## src/rtl/table_reader_pkg.sv

```systemverilog
// table_reader_pkg: shared types for the table scanner
package table_reader_pkg;
    typedef enum logic [1:0] {IDLE, SCAN, FINISH} state_t;
endpackage

```

## src/rtl/table_reader_out_reg.sv

```systemverilog
// table_reader_out_reg: one-entry valid/ready register carrying data, index and last
module table_reader_out_reg #(
    parameter int WIDTH = 16,
    parameter int AW    = 6
) (
    input  logic             clk,
    input  logic             rst,
    input  logic             load,
    input  logic             ready,
    input  logic [WIDTH-1:0] in_data,
    input  logic [AW-1:0]    in_index,
    input  logic             in_last,
    output logic             valid,
    output logic [WIDTH-1:0] data,
    output logic [AW-1:0]    index,
    output logic             last
);
    // load replaces the held word; acceptance without a load empties the register
    always_ff @(posedge clk or posedge rst) begin
        if (rst) begin
            valid <= 1'b0;
            data  <= '0;
            index <= '0;
            last  <= 1'b0;
        end else if (load) begin
            valid <= 1'b1;
            data  <= in_data;
            index <= in_index;
            last  <= in_last;
        end else if (ready) begin
            valid <= 1'b0;
        end
    end
endmodule

```

## src/rtl/table_reader.sv

```systemverilog
// table_reader: streams an external single-port table out in address order, host writes take priority
module table_reader
    import table_reader_pkg::*;
#(
    parameter int WIDTH = 16,
    parameter int DEPTH = 64,
    localparam int AW   = $clog2(DEPTH)
) (
    input  logic             clk,
    input  logic             rst,
    input  logic             start,
    output logic             busy,
    output logic             done,
    input  logic             host_we,
    input  logic [AW-1:0]    host_addr,
    input  logic [WIDTH-1:0] host_din,
    output logic [AW-1:0]    ram_addr,
    output logic             ram_we,
    output logic [WIDTH-1:0] ram_din,
    input  logic [WIDTH-1:0] ram_dout,
    output logic [WIDTH-1:0] m_data,
    output logic [AW-1:0]    m_index,
    output logic             m_last,
    output logic             m_valid,
    input  logic             m_ready
);
    localparam logic [AW:0] LAST_RP = (AW+1)'(DEPTH-1);

    state_t      state, state_nx;
    logic [AW:0] rp;
    logic        capture;

    // an extra rp bit keeps "past the end" distinct from address 0
    assign ram_addr = host_we ? host_addr : rp[AW-1:0];
    assign ram_we   = host_we;
    assign ram_din  = host_din;
    assign capture  = (state == SCAN) && !host_we && (rp <= LAST_RP) && (!m_valid || m_ready);
    assign busy     = (state == SCAN);
    assign done     = (state == FINISH);

    // state register
    always_ff @(posedge clk or posedge rst) begin
        if (rst) state <= IDLE;
        else     state <= state_nx;
    end

    // next state: start only honoured from IDLE, FINISH lasts one cycle
    always_comb begin
        state_nx = state;
        case (state)
            IDLE:    state_nx = start ? SCAN : IDLE;
            SCAN:    state_nx = (m_valid && m_ready && m_last) ? FINISH : SCAN;
            FINISH:  state_nx = IDLE;
            default: state_nx = IDLE;
        endcase
    end

    // read pointer: cleared on an accepted start, advanced on every capture
    always_ff @(posedge clk or posedge rst) begin
        if (rst)                         rp <= '0;
        else if (state == IDLE && start) rp <= '0;
        else if (capture)                rp <= rp + (AW+1)'(1);
    end

    table_reader_out_reg #(.WIDTH(WIDTH), .AW(AW)) out_reg (
        .clk      (clk),
        .rst      (rst),
        .load     (capture),
        .ready    (m_ready),
        .in_data  (ram_dout),
        .in_index (rp[AW-1:0]),
        .in_last  (rp == LAST_RP),
        .valid    (m_valid),
        .data     (m_data),
        .index    (m_index),
        .last     (m_last)
    );
endmodule

```

## config.mk

```make
export PLATFORM = sky130hd
export DESIGN_NAME = table_reader
export DESIGN_NICKNAME = d
export VERILOG_FILES = /design/src/rtl/table_reader_pkg.sv /design/src/rtl/table_reader_out_reg.sv /design/src/rtl/table_reader.sv
export SDC_FILE = /design/constraint.sdc
export NUM_CORES = 1
export LEC_CHECK = 0
export CAP_MARGIN = 20
export CORE_UTILIZATION = 31
export DETAILED_ROUTE_END_ITERATION = 10
export PLACE_DENSITY = 0.66
export SYNTH_ARGS = -nofsm -noshare
export SYNTH_HDL_FRONTEND = slang
export SYNTH_SLANG_ARGS = --single-unit
```

## constraint.sdc

```tcl
create_clock -name clk -period 3.8 [get_ports clk]
set_clock_uncertainty 0.15 [all_clocks]
set_input_delay 0.76 -clock clk [delete_from_list [all_inputs] [get_ports clk]]
set_output_delay 0.76 -clock clk [all_outputs]
set_load 0.005 [all_outputs]
```

[Yosys cells after proc, flatten, opt, wreduce, memory -nomap -nowiden]
Cells that the tools add are included.
Word-level totals
  register bits after elaboration: 33
  output and inout bits: 49
Cells by class
  add/sub/neg operators: 1
  order comparisons: 1
  equal/unequal tests: 3
  multiplexer cells: 8
  reduce and logical (&&, ||, !) cells: 12
Operator list (count)
  7-bit 2-to-1 mux: 2
  7-bit by 1-bit adder with 7-bit output, second input constant: 1
  7-bit by 6-bit == test with 1-bit output, second input constant: 1
  7-bit by 6-bit <= comparator with 1-bit output, second input constant: 1
  1-bit logical AND: 6
  6-bit 2-to-1 mux: 1
  2-bit one-hot mux with 2 select lines: 1
  2-bit nonzero test: 2
  1-bit 2-to-1 mux: 3
  2-bit by 1-bit == test with 1-bit output, second input constant: 1
  2-bit == test, second input constant: 1
  1-bit zero test: 2
  2-bit zero test: 1
  2-bit 2-to-1 mux: 1
  1-bit logical OR: 1

[Depth between registers and ports, before layout]
Gate-level depths: netlist of the first run.
  word-level depth: 6
  mapped depth: 6
  depth with buffers taken out: 5

[Modules after synthesis]
A second synthesis of the first run with hierarchy kept.
Unflattened totals
  cell total of the unflattened synthesis: 124
  area, all modules: 1710.4 um^2
By module, submodules not included
  table_reader_out_reg: instances 1, cells an instance 53, area each 997.2 um^2
  table_reader: instances 1, cells an instance 71, area each 713.2 um^2

[Least setup slack after synthesis of the first run]
No wires, ideal clock.
  kind: input to register
  from: input port host_we
  to: register out_reg.data[10]
  setup time: 125 ps
  arrival: 2039 ps
  required time: 3525 ps
  setup slack: 1486 ps
  stages: 6
  buffers on the path: 2
  path through: buf_6 or4b_4 nor2_4 nand2b_4 buf_6 mux2_4
On the way
  word-level cells in the longest chain between the ends: 4
Ends and longest elaborated chain
  start: declaration: line table_reader.sv:14  | input logic host_we,
  1-bit zero test: line table_reader.sv:37  | assign capture = (state == SCAN) && !host_we && (rp <= LAST_RP) && (!m_valid || m_ready);
  1-bit logical AND (3 in a row): line table_reader.sv:37
  end signal: assignment: line table_reader_out_reg.sv:27  | data <= in_data;
  end: declaration: line table_reader_out_reg.sv:14  | output logic [WIDTH-1:0] data,
No other way between the ends.
A chain may end at the register's enable or synchronous reset.

[Final worst setup path of the first run]
  from: input port host_we
  to: output port ram_addr[4]
On the way
  word-level cells in the longest chain between the ends: 1
Ends and longest elaborated chain
  6-bit 2-to-1 mux: line table_reader.sv:34  | assign ram_addr = host_we ? host_addr : rp[AW-1:0];
  end: declaration: line table_reader.sv:17  | output logic [AW-1:0] ram_addr,
No other way between the ends.

==> flow_metrics.env, run 1 <==
export IMPL_p_switching_uw=309
export IMPL_place_gp_congestion=0.774
export IMPL_htreeDepth=2
export IMPL_avgRoutedWirePerCell_um=13.4
export IMPL_clock_sinks=33
export IMPL_synth_yosys_seq_area_share_pct=49.0
export IMPL_track_usage_pct=12.5
export IMPL_p_leak_nw=1.00
export IMPL_postSynthNetCount=176
export IMPL_drcViolationCount=0
export IMPL_layout_drive_gt1_share_pct=22.3
export IMPL_slowest_stage="clkdlybuf4s50_1"
export IMPL_drt_wl_total_um=3340
export IMPL_setup_tns_ns=0
export IMPL_holdCritPathClass="flop to flop"
export IMPL_drv_cap=0
export IMPL_synth_area_per_cell_um2=12.8
export IMPL_post_cts_resized=0
export IMPL_cpPeakStageDelay_ns=0.75
export IMPL_grt_overflow_total=0
export IMPL_async_reset_ff_share_pct=100
export IMPL_worstPathCellList="clkdlybuf4s50_1 -> mux2_2 -> clkdlybuf4s50_1"
export IMPL_whs_ns=0.344
export IMPL_die_w_um=75.7
export IMPL_swShare_pct=26.9
export IMPL_crit_path_frequent_cell="clkdlybuf4s50_1"
export IMPL_antenna_cells=0
export IMPL_worstPathMaxFanout=9
export IMPL_p_per_area_mw_per_mm2=497
export IMPL_crit_type="input port to output pin"
export IMPL_num_nets_final=222
export IMPL_fin_crit_ns=3.26
export IMPL_start_util_pct=32.6
export IMPL_drtIter0Drc=22
export IMPL_antenna_found_initial=0
export IMPL_cp_end_kind="output pin"
export IMPL_grt_pass1_wl_um=5120
export IMPL_synth_edf_count=0
export IMPL_clk_pin_slew_ns=0.07
export IMPL_vdd_ir_drop_max_mv=0.224
export IMPL_clkPwrFrac_pct=25.7
export IMPL_die_y_um=75.7
export IMPL_final_area_mm2=0.00230
export IMPL_core_area_mm2=0.00517
export IMPL_internal_power_uw=837
export IMPL_dr_total_vias=1127
export IMPL_post_route_util_pct=44.6
export IMPL_synth_area_leaders="dfrtp_1 49%, mux2_4 17%, buf_4 7.6%"
export IMPL_crit_required_ns=2.89
export IMPL_die_area_mm2=0.00573
export IMPL_yosys_area_top_type="dfrtp_1"
export IMPL_synth_ff_type="dfrtp_1"
export IMPL_startpoint_type="input port"
export IMPL_tritoncts="yes"
export IMPL_synth_distinct_cells=32
export IMPL_grt_start_max_net_pins=34
export IMPL_ant_nets=0
export IMPL_yosysMostFrequentCell="dfrtp_1"
export IMPL_synthesis_area_mm2=0.00168
export IMPL_arrival_ns=2.35
export IMPL_vias_per_cell=4.53
export IMPL_status="finished, final reports clean"
export IMPL_worstRegToRegCells=4
export IMPL_root_buffer="clkbuf_8"
export IMPL_worst_pin_slew_ns=0.462
export IMPL_cts_setup_buffers=0
export IMPL_yosysTopAreaCellShare_pct=49.0
export IMPL_dp_hpwl_um=2290
export IMPL_ys_seq_elements=33
export IMPL_synthToLayoutAreaGrowth_pct=36.8
export IMPL_cts_buffers=5
export IMPL_nFillCells=485
export IMPL_cts_hold_buf=0
export IMPL_grt_pass1_vias=1048
export IMPL_synth_warnings=0
export IMPL_synthesis_instances=132
export IMPL_finalCritPeriodShare_pct=85.9
export IMPL_io_buffers=59
export IMPL_clock_latency_ns=0.28
export IMPL_num_io_pins=92
export IMPL_seqPwrFrac_pct=43.0
export IMPL_placed_cell_area_mm2=0.00220
export IMPL_setup_viol=0
export IMPL_drt_first_pass_iters=2
export IMPL_num_rows=26
export IMPL_fmax_ghz=0.306
export IMPL_holdPathStages=1
export IMPL_cts_buffer_depth=2
export IMPL_hold_viol_final=0
export IMPL_dp_cells=241
export IMPL_fin_cells=249
export IMPL_power_share_combinational_pct=31.3
export IMPL_synthTopCellsByCount="33 x dfrtp_1, 19 x mux2_4, 17 x buf_4"
export IMPL_rsz0062_at_grt="no"
export IMPL_slew_headroom_pct=69.1
export IMPL_maxSlewViolCount=0
==> per-stage QoR <==
step           setup slack (ns)  power (mW)
6_report                  0.535        1.15
5_1_grt                   0.469        1.22
4_1_cts                   0.498        1.16
3_5_place_dp              0.488       0.862
3_3_place_gp              0.499       0.857
2_1_floorplan              1.49       0.681
==> logic make-up after synthesis <==
kind of cell               share of synthesized area, %
buffers and inverters                              10.3
muxes                                              22.9
AOI/OAI and AO/OA                                  5.13
adders and majority gates                         0.743
xor gates and xnor gates                          0.520
and+or+nand+nor                                    11.4
DFF                                                49.0
==> cell usage in the layout (no fill, tap or decap), types with 2 or more instances in the layout <==
cell type         n
o21ai_0           4
clkbuf_8          7
nand2_1           9
dfrtp_1          33
mux2_4           19
mux2_2            8
clkdlybuf4s50_1  59
nand3_1           3
nor3_1            2
a21oi_1           4
inv_1             2
nor2b_1           3
o22a_1            2
nor2_1            5
==> registers in the layout, indices dropped and copies added (netlist names) <==
name,flops
out_reg.data,16
rp,7
out_reg.last,1
state,2
out_reg.valid,1
out_reg.index,6
==> worst paths after layout <==
check,endpoint,slack [ns],from
worst max-delay path,ram_addr[4],0.54,host_we
worst min-delay path,out_reg.index[0],0.34,out_reg.index[0]
worst max register to register,out_reg.data[12],1.72,rp[0]
worst min register to register,out_reg.index[0],0.34,out_reg.index[0]
max in group asynchronous,out_reg.data[8],2.46,rst
min in group asynchronous,out_reg.data[10],0.71,rst
==> critical path: cells and delay by family <==
kind | cells | cell delay (ns)
buffers and inverters | 2 | 1.20
muxes | 1 | 0.39
==> power by group through the flow <==
stage | logic (mW) | clock network (mW) | registers, mW
3_5_place_dp | 0.362 | 0 | 0.500
2_1_floorplan | 0.194 | 0 | 0.487
3_3_place_gp | 0.360 | 0 | 0.497
6_report | 0.359 | 0.294 | 0.493
4_1_cts | 0.364 | 0.307 | 0.493
5_1_grt | 0.395 | 0.321 | 0.505
==> per-layer routing <==
metal  routed length (um)  GRT usage, %  share of wire (%)
met4                   48          4.94                1.4
met1                 1680          16.7                 50
met5                    0             0                  0
met2                 1420          18.0                 42
met3                  192          5.16                5.8
==> cell type report <==
cell class	instances	area (um^2)	area share [%]
sequential	33	826	35.8
multi-input combinational	76	684	29.7
tap	70	87.6	3.80
clock inverter	1	5.00	0.217
clock buffer	7	96.3	4.18
inverter	2	7.51	0.326
timing repair buffer	60	598	26.0
(Power assumes the default switching activity.)
==> run 2: changes to the inputs <==
--- a/config.mk
+++ b/config.mk
@@ -6,9 +6,9 @@
 export NUM_CORES = 1
 export LEC_CHECK = 0
 export CAP_MARGIN = 20
-export CORE_UTILIZATION = 31
+export CORE_UTILIZATION = 42
 export DETAILED_ROUTE_END_ITERATION = 10
-export PLACE_DENSITY = 0.66
+export PLACE_DENSITY = 0.86
 export SYNTH_ARGS = -nofsm -noshare
 export SYNTH_HDL_FRONTEND = slang
 export SYNTH_SLANG_ARGS = --single-unit
==> run 2 against run 1 <==
Net effect:
- largest cell class unchanged
- flip-flop and latch count unchanged
- sequential power about the same
- critical path type unchanged
- first-iteration DRC count up 45%
- highest routed layer unchanged
==> flow_metrics.env, run 2 (synthesis gave the netlist of run 1 again) <==
export IMPL_vias_per_cell=5.09
export IMPL_seqPwrFrac_pct=43.3
export IMPL_pre_cts_ws_ns=0.575
export IMPL_power_share_combinational_pct=31.8
export IMPL_fmax_ghz=0.309
export IMPL_critPathLaunch="host_we"
export IMPL_worstRegToRegCells=4
export IMPL_num_rows=22
export IMPL_dr_total_vias=1155
export IMPL_antenna_cells=0
export IMPL_grt_pass1_vias=1143
export IMPL_grt_overflow_total=0
export IMPL_final_common_cell="clkdlybuf4s50_1"
export IMPL_holdCritPathClass="flop to flop"
export IMPL_p_per_area_mw_per_mm2=500
export IMPL_grt_pass1_wl_um=5620
export IMPL_start_util_pct=45.0
export IMPL_p_switching_uw=302
export IMPL_grt_start_max_net_pins=22
export IMPL_top_register="out_reg.data"
export IMPL_worstPathMaxFanout=9
export IMPL_post_cts_resized=0
export IMPL_avgRoutedWirePerCell_um=15.4
export IMPL_drt_first_pass_iters=4
export IMPL_finalCritPeriodShare_pct=85.1
export IMPL_slew_headroom_pct=53.8
export IMPL_finalWorstSetupSlack_ns=0.565
export IMPL_place_gp_congestion=0.812
export IMPL_largest_reg_flops=16
export IMPL_cts_buffers=5
export IMPL_cts_buffer_depth=2
export IMPL_final_cell_mix="59 x clkdlybuf4s50_1, 33 x dfrtp_1, 19 x mux2_4"
export IMPL_worst_pin_slew_ns=0.692
export IMPL_fin_crit_ns=3.24
export IMPL_cts_setup_buffers=0
export IMPL_startpoint_type="input port"
export IMPL_rsz0062_at_grt="no"
export IMPL_cts_hold_buf=0
export IMPL_root_buffer="clkbuf_8"
export IMPL_tritoncts="yes"
export IMPL_internal_power_uw=837
export IMPL_drtIter0Drc=32
export IMPL_swShare_pct=26.5
export IMPL_num_nets_final=222
export IMPL_reg2reg_from="state[1]"
export IMPL_clkPwrFrac_pct=24.9
export IMPL_num_io_pins=92
export IMPL_synthToLayoutAreaGrowth_pct=35.2
export IMPL_worst_r2r_endpoint="out_reg.data[3]"
export IMPL_arrival_ns=2.33
export IMPL_htreeDepth=2
export IMPL_setup_tns_ns=0
export IMPL_largestRegisters="out_reg.data: 16 flops, rp: 7 flops, out_reg.index: 6 flops"
export IMPL_cp_end_kind="output pin"
export IMPL_rrSetupSlack_ns=1.73
export IMPL_clock_latency_ns=0.28
export IMPL_die_y_um=65.3
export IMPL_clock_sinks=33
export IMPL_dp_hpwl_um=2640
export IMPL_drt_wl_total_um=3490
export IMPL_hold_viol_final=0
export IMPL_core_area_mm2=0.00374
export IMPL_min_from="out_reg.index[0]"
export IMPL_track_usage_pct=18.3
export IMPL_io_buffers=59
export IMPL_nFillCells=286
export IMPL_drv_cap=0
export IMPL_die_area_mm2=0.00427
export IMPL_clk_pin_slew_ns=0.06
export IMPL_crit_type="input port to output pin"
export IMPL_p_leak_nw=1.00
export IMPL_status="finished, final reports clean"
export IMPL_crit_path_end="ram_addr[4]"
export IMPL_antenna_found_initial=0
export IMPL_vdd_ir_drop_max_mv=0.179
export IMPL_layout_drive_gt1_share_pct=22.3
export IMPL_setup_viol=0
export IMPL_placed_cell_area_mm2=0.00218
export IMPL_die_w_um=65.3
export IMPL_crit_required_ns=2.89
export IMPL_maxSlewViolCount=0
export IMPL_drcViolationCount=0
export IMPL_final_area_mm2=0.00228
export IMPL_ant_nets=0
[run 2: cell counts in the layout (fill, tap and decap cells not counted)]
No cell type changed its count.
[run 2: critical path, stage by stage]
cell,delay (ns)
clkdlybuf4s50_1,0.72
mux2_2,0.40
clkdlybuf4s50_1,0.44
[run 2: area by class of cell]
type | instances | area (um^2) | share of cell area (%)
sequential | 33 | 826 | 36.3
multi-input combinational | 76 | 684 | 30.1
timing repair buffer | 60 | 598 | 26.3
clock buffer | 7 | 96.3 | 4.23
tap | 48 | 60.1 | 2.64
inverter | 2 | 7.51 | 0.330
clock inverter | 1 | 5.00 | 0.220
[run 2: per-layer routing]
metal / wire (um) / global-route usage, % / up-vias
met5: 0 / 0 / -
met4: 109 / 12.2 / 0
met3: 328 / 7.12 / 19
met2: 1660 / 28.6 / 50
met1: 1400 / 20.7 / 555
li1: - / - / 531
[run 2: worst min-delay path by stage]
stage / to / slack (ns) / cells after the start
6_report: out_reg.index[0] / 0.35 / 1
5_1_grt: out_reg.index[0] / 0.37 / 1
4_1_cts: out_reg.index[0] / 0.35 / 1
3_5_place_dp: out_reg.index[0] / 0.34 / 1
3_3_place_gp: out_reg.index[1] / 0.33 / 1
2_1_floorplan: state[1] / 0.33 / 1
[run 2: power groups by stage]
stage               combinational, mW  sequential (mW)  clock (mW)
finish                          0.362            0.493       0.284
detailed placement              0.364            0.501           0
global route                    0.392            0.506       0.313
CTS                             0.367            0.494       0.293
floorplan                       0.194            0.487           0
global placement                0.355            0.491           0
[run 2: stage by stage]
stage               utilization, %  instances  total power [mW]  hold WS, ns
floorplan                        -        132             0.681        0.334
global placement              58.1        219             0.846        0.329
detailed placement            58.1        219             0.865        0.339
CTS                           60.8        227              1.15        0.354
global route                  60.8        227              1.21        0.370
finish                        60.8        227              1.14        0.347
